`config.mk`:
```
export PLATFORM = sky130hd
export DESIGN_NAME = fetch_sequencer_flat
export DESIGN_NICKNAME = d
export VERILOG_FILES = /design/src/rtl/fetch_sequencer_if.sv /design/src/rtl/fetch_sequencer.sv /design/src/flat_wrapper.sv
export SDC_FILE = /design/constraint.sdc
export NUM_CORES = 1
export LEC_CHECK = 0
export BUFFER_PORTS_ARGS = -buffer_cell sky130_fd_sc_hd__buf_2
export CORE_UTILIZATION = 50
export CTS_CLUSTER_SIZE = 10
export DETAILED_ROUTE_END_ITERATION = 6
export GPL_TIMING_DRIVEN = 0
export PLACE_DENSITY = 0.84
export SLEW_MARGIN = 20
export SYNTH_ARGS = -nofsm -noshare
export SYNTH_HDL_FRONTEND = slang
export SYNTH_SLANG_ARGS = --single-unit
export TNS_END_PERCENT = 30
```
`constraint.sdc`:
```
create_clock -name clk -period 3.65 [get_ports clk]
set_clock_uncertainty 0.15 [all_clocks]
set_input_delay 0.1825 -clock clk [delete_from_list [all_inputs] [get_ports clk]]
set_output_delay 0.1825 -clock clk [all_outputs]
set_load 0.05 [all_outputs]
```
`src/rtl/fetch_sequencer_if.sv`:
```
// fetch_sequencer_if: instruction-memory and decode-side signals of the fetch stage.
interface fetch_sequencer_if;
    logic        stall;
    logic        PCSrc;
    logic [31:0] sl2;
    logic        imem_req;
    logic [31:0] imem_addr;
    logic        imem_ack;
    logic [31:0] imem_rdata;
    logic [31:0] ins;
    logic [31:0] ins_pc;
    logic        ins_valid;
    logic        fetch_err;

    modport master (
        input  stall, PCSrc, sl2, imem_ack, imem_rdata,
        output imem_req, imem_addr, ins, ins_pc, ins_valid, fetch_err
    );

    modport slave (
        output stall, PCSrc, sl2, imem_ack, imem_rdata,
        input  imem_req, imem_addr, ins, ins_pc, ins_valid, fetch_err
    );
endinterface

```
`src/rtl/fetch_sequencer.sv`:
```
// fetch_sequencer: owns the PC, fetches over req/ack, holds the word for decode, applies branches/stalls.
module fetch_sequencer #(
    parameter logic [31:0] RESET_PC = 32'h0000_0000,
    parameter int          MAX_WAIT = 15
) (
    input logic clk,
    input logic reset,
    fetch_sequencer_if.master bus
);
    typedef enum logic [2:0] {BOOT, REQ, WAIT, HOLD, ERR} state_t;
    localparam logic [7:0] MW = 8'(MAX_WAIT);
    state_t      state;
    logic [31:0] pc, ins, ins_pc, next_pc;
    logic [7:0]  wait_cnt;
    logic        req, valid, err;
    assign bus.imem_req  = req;
    assign bus.imem_addr = pc;
    assign bus.ins       = ins;
    assign bus.ins_pc    = ins_pc;
    assign bus.ins_valid = valid;
    assign bus.fetch_err = err;
    assign next_pc = ins_pc + 32'd4 + (bus.PCSrc ? bus.sl2 : 32'd0);
    always_ff @(posedge clk or negedge reset) begin
        if (!reset) begin
            state    <= BOOT;
            pc       <= RESET_PC;
            req      <= 1'b0;
            ins      <= 32'd0;
            ins_pc   <= 32'd0;
            valid    <= 1'b0;
            err      <= 1'b0;
            wait_cnt <= 8'd0;
        end else begin
            case (state)
                BOOT: begin
                    state <= REQ;
                    req   <= 1'b1;
                end
                REQ, WAIT: begin
                    if (bus.imem_ack) begin
                        ins      <= bus.imem_rdata;
                        ins_pc   <= pc;
                        valid    <= 1'b1;
                        req      <= 1'b0;
                        wait_cnt <= 8'd0;
                        state    <= HOLD;
                    end else if (state == REQ) begin
                        wait_cnt <= 8'd1;
                        state    <= WAIT;
                    end else if (wait_cnt == MW) begin
                        req   <= 1'b0;
                        err   <= 1'b1;
                        state <= ERR;
                    end else begin
                        wait_cnt <= wait_cnt + 8'd1;
                    end
                end
                HOLD: begin
                    if (!bus.stall) begin
                        pc    <= next_pc;
                        valid <= 1'b0;
                        req   <= 1'b1;
                        state <= REQ;
                    end
                end
                default: begin
                    req   <= 1'b0;
                    valid <= 1'b0;
                    err   <= 1'b1;
                end
            endcase
        end
    end
endmodule

```
`src/flat_wrapper.sv`:
```
// flat-port wrapper written by rule: the top's interface ports become plain ports
module fetch_sequencer_flat 
#(
    parameter logic [31:0] RESET_PC = 32'h0000_0000,
    parameter int          MAX_WAIT = 15
)
  (clk, reset, bus_stall, bus_PCSrc, bus_sl2, bus_imem_ack, bus_imem_rdata, bus_imem_req, bus_imem_addr, bus_ins, bus_ins_pc, bus_ins_valid, bus_fetch_err);
  fetch_sequencer_if bus_i ();
  input logic clk;
  input logic reset;
  input wire logic [$bits(bus_i.stall)-1:0] bus_stall;
  input wire logic [$bits(bus_i.PCSrc)-1:0] bus_PCSrc;
  input wire logic [$bits(bus_i.sl2)-1:0] bus_sl2;
  input wire logic [$bits(bus_i.imem_ack)-1:0] bus_imem_ack;
  input wire logic [$bits(bus_i.imem_rdata)-1:0] bus_imem_rdata;
  output wire logic [$bits(bus_i.imem_req)-1:0] bus_imem_req;
  output wire logic [$bits(bus_i.imem_addr)-1:0] bus_imem_addr;
  output wire logic [$bits(bus_i.ins)-1:0] bus_ins;
  output wire logic [$bits(bus_i.ins_pc)-1:0] bus_ins_pc;
  output wire logic [$bits(bus_i.ins_valid)-1:0] bus_ins_valid;
  output wire logic [$bits(bus_i.fetch_err)-1:0] bus_fetch_err;
  assign bus_i.stall = bus_stall;
  assign bus_i.PCSrc = bus_PCSrc;
  assign bus_i.sl2 = bus_sl2;
  assign bus_i.imem_ack = bus_imem_ack;
  assign bus_i.imem_rdata = bus_imem_rdata;
  assign bus_imem_req = bus_i.imem_req;
  assign bus_imem_addr = bus_i.imem_addr;
  assign bus_ins = bus_i.ins;
  assign bus_ins_pc = bus_i.ins_pc;
  assign bus_ins_valid = bus_i.ins_valid;
  assign bus_fetch_err = bus_i.fetch_err;
  fetch_sequencer #(.RESET_PC(RESET_PC), .MAX_WAIT(MAX_WAIT)) u_core (.clk(clk), .reset(reset), .bus(bus_i));
endmodule
```
# [Word-level counts from Yosys, hierarchy flattened]
# Index checks and enable logic that the tools add are counted.
# Widths: inputs -> output; s select.
[totals] ff_bits=110 word_cells=59
[op_classes] add_sub_neg=3 eq_ne=13 n_mux=21 bitwise_logic=3 n_reduce_logical=11
[op_table] op="$add 32x3->32 const B" count=1
[op_table] op="$add 32x32->32" count=1
[op_table] op="$mux 32" count=1
[op_table] op="$mux 8" count=3
[op_table] op="$mux 3" count=4
[op_table] op="$mux 1" count=9
[op_table] op="$pmux 3 s3" count=1
[op_table] op="$reduce_and 3->1" count=3
[op_table] op="$add 8x1->8 const B" count=1
[op_table] op="$eq 8x4->1 const B" count=1
[op_table] op="$ne 2x2->1 const B" count=4
[op_table] op="$eq 3x2->1 const B" count=2
[op_table] op="$ne 3x2->1 const B" count=2
[op_table] op="$pmux 1 s3" count=2
[op_table] op="$reduce_and 2->1" count=3
[op_table] op="$ne 4x2->1 const B" count=1
[op_table] op="$reduce_and 4->1" count=1
[op_table] op="$reduce_or 2->1" count=2
[op_table] op="$eq 3x1->1 const B" count=1
[op_table] op="$logic_not 3->1" count=1
[op_table] op="$ne 3x3->1 const B" count=1
[op_table] op="$not 1->1" count=3
[op_table] op="$reduce_bool 3->1" count=1
[op_table] op="$ne 2x1->1 const B" count=1
[op_table] op="$pmux 1 s2" count=1

# [Depth between registers and ports, before layout]
# Gate-level depths: netlist of run 1.
[logic_depth] depth_word=5 mapped_depth=12

# [Worst setup path after synthesis of run 1]
# OpenSTA, ideal clock, no wires.
[synth_path] kind="register to register" start="register u_core.ins_pc[1], in the netlist u_core.bus.ins_pc[1]" end="register u_core.pc[25], in the netlist u_core.bus.imem_addr[25]" arrival_time_ns=3.024 required_time_ns=3.374 slack_ns=0.350 stages_incl_launch_ff=10 synth_period_minus_slack_ns=3.300 path_cell_list="dfrtp_1 > ha_1 > ha_1 > fa_1 > a21o_1 > a221oi_2 > o31ai_4 > o31a_1 > a21o_1 > a311o_1"
[synth_between] elab_chain_len=2
[synth_lines] element="start, declared" line_no="fetch_sequencer.sv:13" rtl="logic [31:0] pc, ins, ins_pc, next_pc;"
[synth_lines] element="start signal, assigned" line_no="fetch_sequencer.sv:42" rtl="ins_pc <= pc;"
[synth_lines] element="$add 32x3->32" line_no="fetch_sequencer.sv:22" rtl="assign next_pc = ins_pc + 32'd4 + (bus.PCSrc ? bus.sl2 : 32'd0);"
[synth_lines] element="$add 32x32->32" line_no="fetch_sequencer.sv:22"
[synth_lines] element="end signal, assigned" line_no="fetch_sequencer.sv:60" rtl="pc <= next_pc;"
[synth_lines] element="end, declared" line_no="fetch_sequencer.sv:13"
# Every way passes these cells.
# A chain may end at the register's enable or synchronous reset.

# [Final worst setup path of run 1]
[layout_path] start="input port bus_PCSrc" end="register u_core.pc[27], in the netlist u_core.bus.imem_addr[27]"
[layout_between] elab_chain_len=2
[layout_lines] element="start, declared" line_no="flat_wrapper.sv:12" rtl="input wire logic [$bits(bus_i.PCSrc)-1:0] bus_PCSrc;"
[layout_lines] element="$mux 32" line_no="fetch_sequencer.sv:22"
[layout_lines] element="$add 32x32->32" line_no="fetch_sequencer.sv:22"
# Every way passes these cells.

==> flow_summary.json, run 1 <==
{
  "worstMarginPinSlew_ps": 720,
  "cts-root-buf": "clkbuf_16",
  "fin_crit_sh_pct": 93.7,
  "numCtsBuffers": 9,
  "via_per_inst": 5.59,
  "final_hold_viol_count": 0,
  "syn_inst": 654,
  "ctsHoldBuffers": 34,
  "min_period_ps": 3420,
  "die_h_um": 117,
  "synth_warnings": 0,
  "nets": 999,
  "netlist_top_cells_area": "dfrtp_1, ha_1, mux2_2",
  "worst_path_most_repeated_cell": "ha_1",
  "regToRegStartpoint": "u_core.bus.ins_pc[1]",
  "cp_slowest_stage_delay_ps": 440,
  "area_delta_synth_final_pct": 26.5,
  "drv_slew": 0,
  "drc": 0,
  "clk_pin_slew_worst_paths_ps": 70,
  "hp-start": "bus_sl2[0]",
  "crit_path_start": "bus_PCSrc",
  "cp_max_fo": 10,
  "die_x_um": 117,
  "coreArea_um2": 12700,
  "io_pins": 168,
  "clock_latency_ps": 360,
  "synth.avg_cell_area_um2": 10.1,
  "path_class": "in -> reg",
  "rows": 41,
  "dpl.hpwl_um": 12300,
  "cts_tree": "done",
  "clk_path_buf_depth": 2,
  "wl_um": 17100,
  "leakagePower_nw": 4.13,
  "drive_gt1_share_pct": 30.2,
  "stdcell_area_um2": 8340,
  "antennaDiodeCount": 0,
  "relSlewSlack_pct": 52.0,
  "drt_first_iter_violations": 369,
  "synth_edf_count": 0,
  "start_util_pct": 51.8,
  "syn_nets": 786,
  "start_kind": "input pin",
  "synth_top_cell_area_share_pct": 41.8,
  "overflow": 0,
  "rsz0062_at_grt": "no",
  "placed_cell_area_um2": 7670,
  "synthArstFlopShare_pct": 100,
  "worst_path_max_delay_cell": "a221oi_2",
  "arrival_ps": 3520,
  "critPathCaptureType": "flop",
  "port_buffers": 167,
  "grt_start_max_net_pins": 77,
  "p_per_area_nw_per_um2": 1030,
  "ctsResizeCount": 0,
  "ys_seq_area_share_pct": 41.8,
  "gp_congestion": 0.923,
  "holdCritPathClass": "in -> reg",
  "ir_drop_v": 0.000523,
  "htreeDepth": 3,
  "yosysUniqueCellTypes": 55,
  "cp.required_ps": 3750,
  "crit_chain": "buf_2 -> clkbuf_1 -> and2_1 -> ha_1 -> ha_1 -> fa_1 -> a21o_1 -> a221oi_2 -> o31ai_4 -> and4_2 -> o21ai_0 -> mux2i_1 -> nand2_1",
  "run_status": "complete, no violations",
  "synth_top_area_cell": "dfrtp_1",
  "fmax_mhz": 292,
  "setup_violations": 0,
  "netlist_area_um2": 6590,
  "cts_setup_buffers": 0,
  "vias": 5833,
  "drv_cap": 0,
  "wl_per_cell_um": 16.4,
  "grtUsageTotal_pct": 26.1,
  "grt_pass1_wl_um": 27200,
  "synth-main-ff-cell": "dfrtp_1",
  "ant_nets": 0,
  "antenna_found_initial": 0,
  "setup_tns_ps": 0,
  "dr.pass1.iters": 6,
  "synth-seq-cells": 110,
  "clock-sinks": 110,
  "grt_pass1_vias": 5721,
  "die_area_um2": 13600
}
[worst max-delay path: cells and delay by family]
family	cells	cell delay (ps)
multiplexers	1	260
AO/OA/AOI/OAI	4	1100
AND/OR/NAND/NOR	3	540
adder cells (fa/ha/maj)	3	890
buffers and inverters	2	520
[synth_stat cells, drive strengths merged, types with 13 or more instances]
cell type  number
mux2           65
dfrtp         110
clkbuf         27
a21oi          34
nand2          66
ha             62
nor2           32
xnor2          13
o21ai          53
inv            18
nand3          20
and2           31
[logic make-up (layout without fill, tap and decap cells)]
| family | count (synthesis) | after routing | share of synthesized area, % |
|---|---|---|---|
| buffers and inverters | 48 | 266 | 2.79 |
| AOI/OAI and AO/OA | 149 | 149 | 14.3 |
| muxes | 67 | 67 | 11.4 |
| xor gates and xnor gates | 25 | 25 | 3.32 |
| and+or+nand+nor | 192 | 192 | 14.3 |
| DFF | 110 | 110 | 41.8 |
| adders and majority gates | 63 | 63 | 12.1 |
[report_power, final]
part / internal [mW] / total [mW] / switching (mW)
logic: 1.67 / 5.34 / 3.67
registers: 1.79 / 2.19 / 0.401
clock network: 0.604 / 1.08 / 0.478
total: 4.06 / 8.61 / 4.55
[state kept, by name (all words and copies together) (netlist names)]
signal                cells
u_core.bus.fetch_err      1
u_core.bus.imem_addr     32
u_core.bus.imem_req       1
u_core.bus.ins           32
u_core.bus.ins_pc        32
u_core.bus.ins_valid      1
u_core.state              3
u_core.wait_cnt           8
[through the flow]
stage	utilization [%]	hold slack, ps	power [mW]	worst slack (ps)	std cells
2_1_floorplan	-	-263	6.21	350	654
3_3_place_gp	60.1	263	7.32	-41.0	993
3_5_place_dp	60.3	-60.7	7.46	-119	994
4_1_cts	65.5	99.4	8.61	253	1044
5_1_grt	65.5	126	9.16	8.82	1044
6_report	65.5	99.4	8.61	231	1044
[final timing paths]
path / end / slack (ps) / cells after the start
min in group asynchronous: u_core.bus.ins_pc[30] / 120 / 2
max in group asynchronous: u_core.bus.ins_pc[11] / 2550 / 3
hold / removal: u_core.bus.imem_addr[0] / 100 / 5
setup reg to reg: u_core.bus.imem_addr[27] / 300 / 10
hold reg to reg: u_core.bus.fetch_err / 320 / 1
setup / recovery: u_core.bus.imem_addr[27] / 230 / 13
[per-layer routing]
layer | global-route usage, % | wire length [um]
met1 | 32.2 | 7040
met2 | 44.2 | 8420
met3 | 4.02 | 1020
met4 | 14.1 | 643
met5 | 0 | 0
[area by class of cell]
| type | count | area [um^2] |
|---|---|---|
| fillers | 1039 | 4380 |
| multi-input cells | 496 | 3650 |
| flip-flops and latches | 110 | 2750 |
| repair buffers | 202 | 1210 |
| clock buffers | 9 | 225 |
| well taps | 172 | 215 |
| plain buffers | 30 | 116 |
| clock inverters | 7 | 97.6 |
| inverters | 18 | 67.6 |
[cells in the final DEF (no fill, tap or decap), drive strengths merged, types with 7 or more instances in the layout]
master       count
a21o            10
a21oi           34
a31oi            7
and2            31
and3             7
buf            171
clkbuf          36
dfrtp          110
dlygate4sd3     34
ha              62
inv             19
mux2            65
nand2           66
nand3           20
nand4           10
nor2            32
o21ai           53
o31ai            7
xnor2           13
xor2            12
Power figures use the tool's default switching activity.
==> run 2: changes to the inputs <==
--- a/config.mk
+++ b/config.mk
@@ -6,11 +6,13 @@
 export NUM_CORES = 1
 export LEC_CHECK = 0
 export BUFFER_PORTS_ARGS = -buffer_cell sky130_fd_sc_hd__buf_2
-export CORE_UTILIZATION = 50
+export CELL_PAD_IN_SITES_DETAIL_PLACEMENT = 2
+export CELL_PAD_IN_SITES_GLOBAL_PLACEMENT = 2
+export CORE_UTILIZATION = 33
 export CTS_CLUSTER_SIZE = 10
 export DETAILED_ROUTE_END_ITERATION = 6
 export GPL_TIMING_DRIVEN = 0
-export PLACE_DENSITY = 0.84
+export PLACE_DENSITY = 0.89
 export SLEW_MARGIN = 20
 export SYNTH_ARGS = -nofsm -noshare
 export SYNTH_HDL_FRONTEND = slang
==> flow_summary.json, run 2 (synthesis gave the netlist of run 1 again) <==
{
  "path_class": "reg -> reg",
  "worst_path_dominant_cell_family": "compound AO/OA/AOI/OAI gates",
  "dp_cells": 1087,
  "arrival_ps": 3520,
  "cts_tree": "done",
  "min_period_ps": 3430,
  "htreeDepth": 3,
  "run_status": "complete, no violations",
  "clk_path_buf_depth": 2,
  "wl_per_cell_um": 20.8,
  "numCtsBuffers": 9,
  "ant_nets": 0,
  "die_x_um": 143,
  "crit_buf_inv": 0,
  "via_per_inst": 5.23,
  "nets": 999,
  "vias": 5944,
  "r2r_slack_ps": 220,
  "cp.required_ps": 3740,
  "leakagePower_nw": 4.12,
  "die_area_um2": 20500,
  "cts-root-buf": "clkbuf_16",
  "cp_slowest_stage_delay_ps": 460,
  "grtUsageTotal_pct": 24.1,
  "rsz0062_at_grt": "no",
  "holdCritPathClass": "in -> reg",
  "setup_violations": 0,
  "die_h_um": 143,
  "finalNonFillerCells": 1137,
  "final_hold_viol_count": 0,
  "clk_pin_slew_worst_paths_ps": 90,
  "postLayoutCoreUtil_pct": 43.1,
  "area_delta_synth_final_pct": 27.7,
  "grt_pass1_wl_um": 37300,
  "clock_latency_ps": 370,
  "critPathCaptureType": "flop",
  "coreArea_um2": 19500,
  "crit_chain": "ha_1 -> ha_1 -> fa_1 -> a21o_1 -> a221oi_2 -> o31ai_4 -> o31a_1 -> a21o_1 -> a311o_1",
  "start_util_pct": 33.7,
  "dr.pass1.iters": 4,
  "worstMarginPinSlew_ps": 802,
  "relSlewSlack_pct": 46.5,
  "wl_um": 23700,
  "post-place-ws_ps": -303,
  "antenna_found_initial": 1,
  "io_pins": 168,
  "port_buffers": 167,
  "worst_path_max_delay_cell": "fa_1",
  "p_per_area_nw_per_um2": 1050,
  "drt_first_iter_violations": 255,
  "layout_common_cells": "buf_2, dfrtp_1, nand2_1",
  "gp_congestion": 0.795,
  "setup_ws_ps": 225,
  "fmax_mhz": 292,
  "drv_cap": 0,
  "drc": 0,
  "fin_crit_sh_pct": 93.8,
  "clock-sinks": 110,
  "dpl.hpwl_um": 16600,
  "drive_gt1_share_pct": 30.3,
  "layout_commonest_cell": "buf_2",
  "drv_slew": 0,
  "cp_max_fo": 4,
  "grt_start_max_net_pins": 69,
  "overflow": 0,
  "grt_pass1_vias": 6733,
  "rows": 51,
  "start_kind": "flop",
  "ir_drop_v": 0.000459
}
==> run 2: routing by layer <==
metal,wire length (um),global-route usage (%),share of wire [%]
met1,10000,29.0,42
met3,740,3.07,3.1
met2,12100,42.4,51
met4,873,11.9,3.7
met5,0,0,0
==> run 2: cell type report <==
cell class / count / area (um^2)
multi-input cells: 496 / 3650
fillers: 2152 / 11100
well taps: 265 / 332
clock buffers: 9 / 225
diodes: 1 / 2.50
flip-flops and latches: 110 / 2750
clock inverters: 6 / 56.3
repair buffers: 202 / 1210
inverters: 18 / 67.6
plain buffers: 30 / 119
==> run 2: worst paths after layout <==
kind / startpoint / to / cells after the start
max in group asynchronous: reset / u_core.bus.ins[17] / 3
hold reg to reg: u_core.wait_cnt[6] / u_core.wait_cnt[6] / 1
setup / recovery: u_core.bus.ins_pc[1] / u_core.bus.imem_addr[25] / 9
hold / removal: bus_sl2[0] / u_core.bus.imem_addr[0] / 5
setup reg to reg: u_core.bus.ins_pc[1] / u_core.bus.imem_addr[25] / 9
min in group asynchronous: reset / u_core.bus.imem_addr[6] / 2
==> run 2: power by group <==
| group | total [mW] | internal [mW] | switching, mW |
|---|---|---|---|
| combinational | 5.63 | 1.69 | 3.94 |
| sequential | 2.21 | 1.79 | 0.427 |
| clock | 1.01 | 0.475 | 0.533 |
| total | 8.85 | 3.95 | 4.90 |
==> run 2: metrics by stage <==
step                      power (mW)  area (um^2)  TNS, ps  hold slack, ps
after floorplan                 6.21         6590        0            -263
after global placement          7.46         7760    -1090             263
after detailed placement        7.73         7790    -1790             110
after CTS                       8.82         8410        0            93.4
after global routing            9.38         8420        0             146
final                           8.85         8420        0             103
==> run 2: worst reg2reg max path: stages (launching register included) <==
cell,delay [ps]
dfrtp_1,400
ha_1,300
ha_1,230
fa_1,460
a21o_1,240
a221oi_2,450
o31ai_4,150
o31a_1,330
a21o_1,260
a311o_1,330
==> run 2: what timing repair did <==
item | in CTS | in global routing
setup buffers | 0 | 0
hold buffers | 34 | 0
endpoints found under the setup margin | 0 | 6
hold endpoints to repair | 100 | 0
resized for setup | 0 | 4
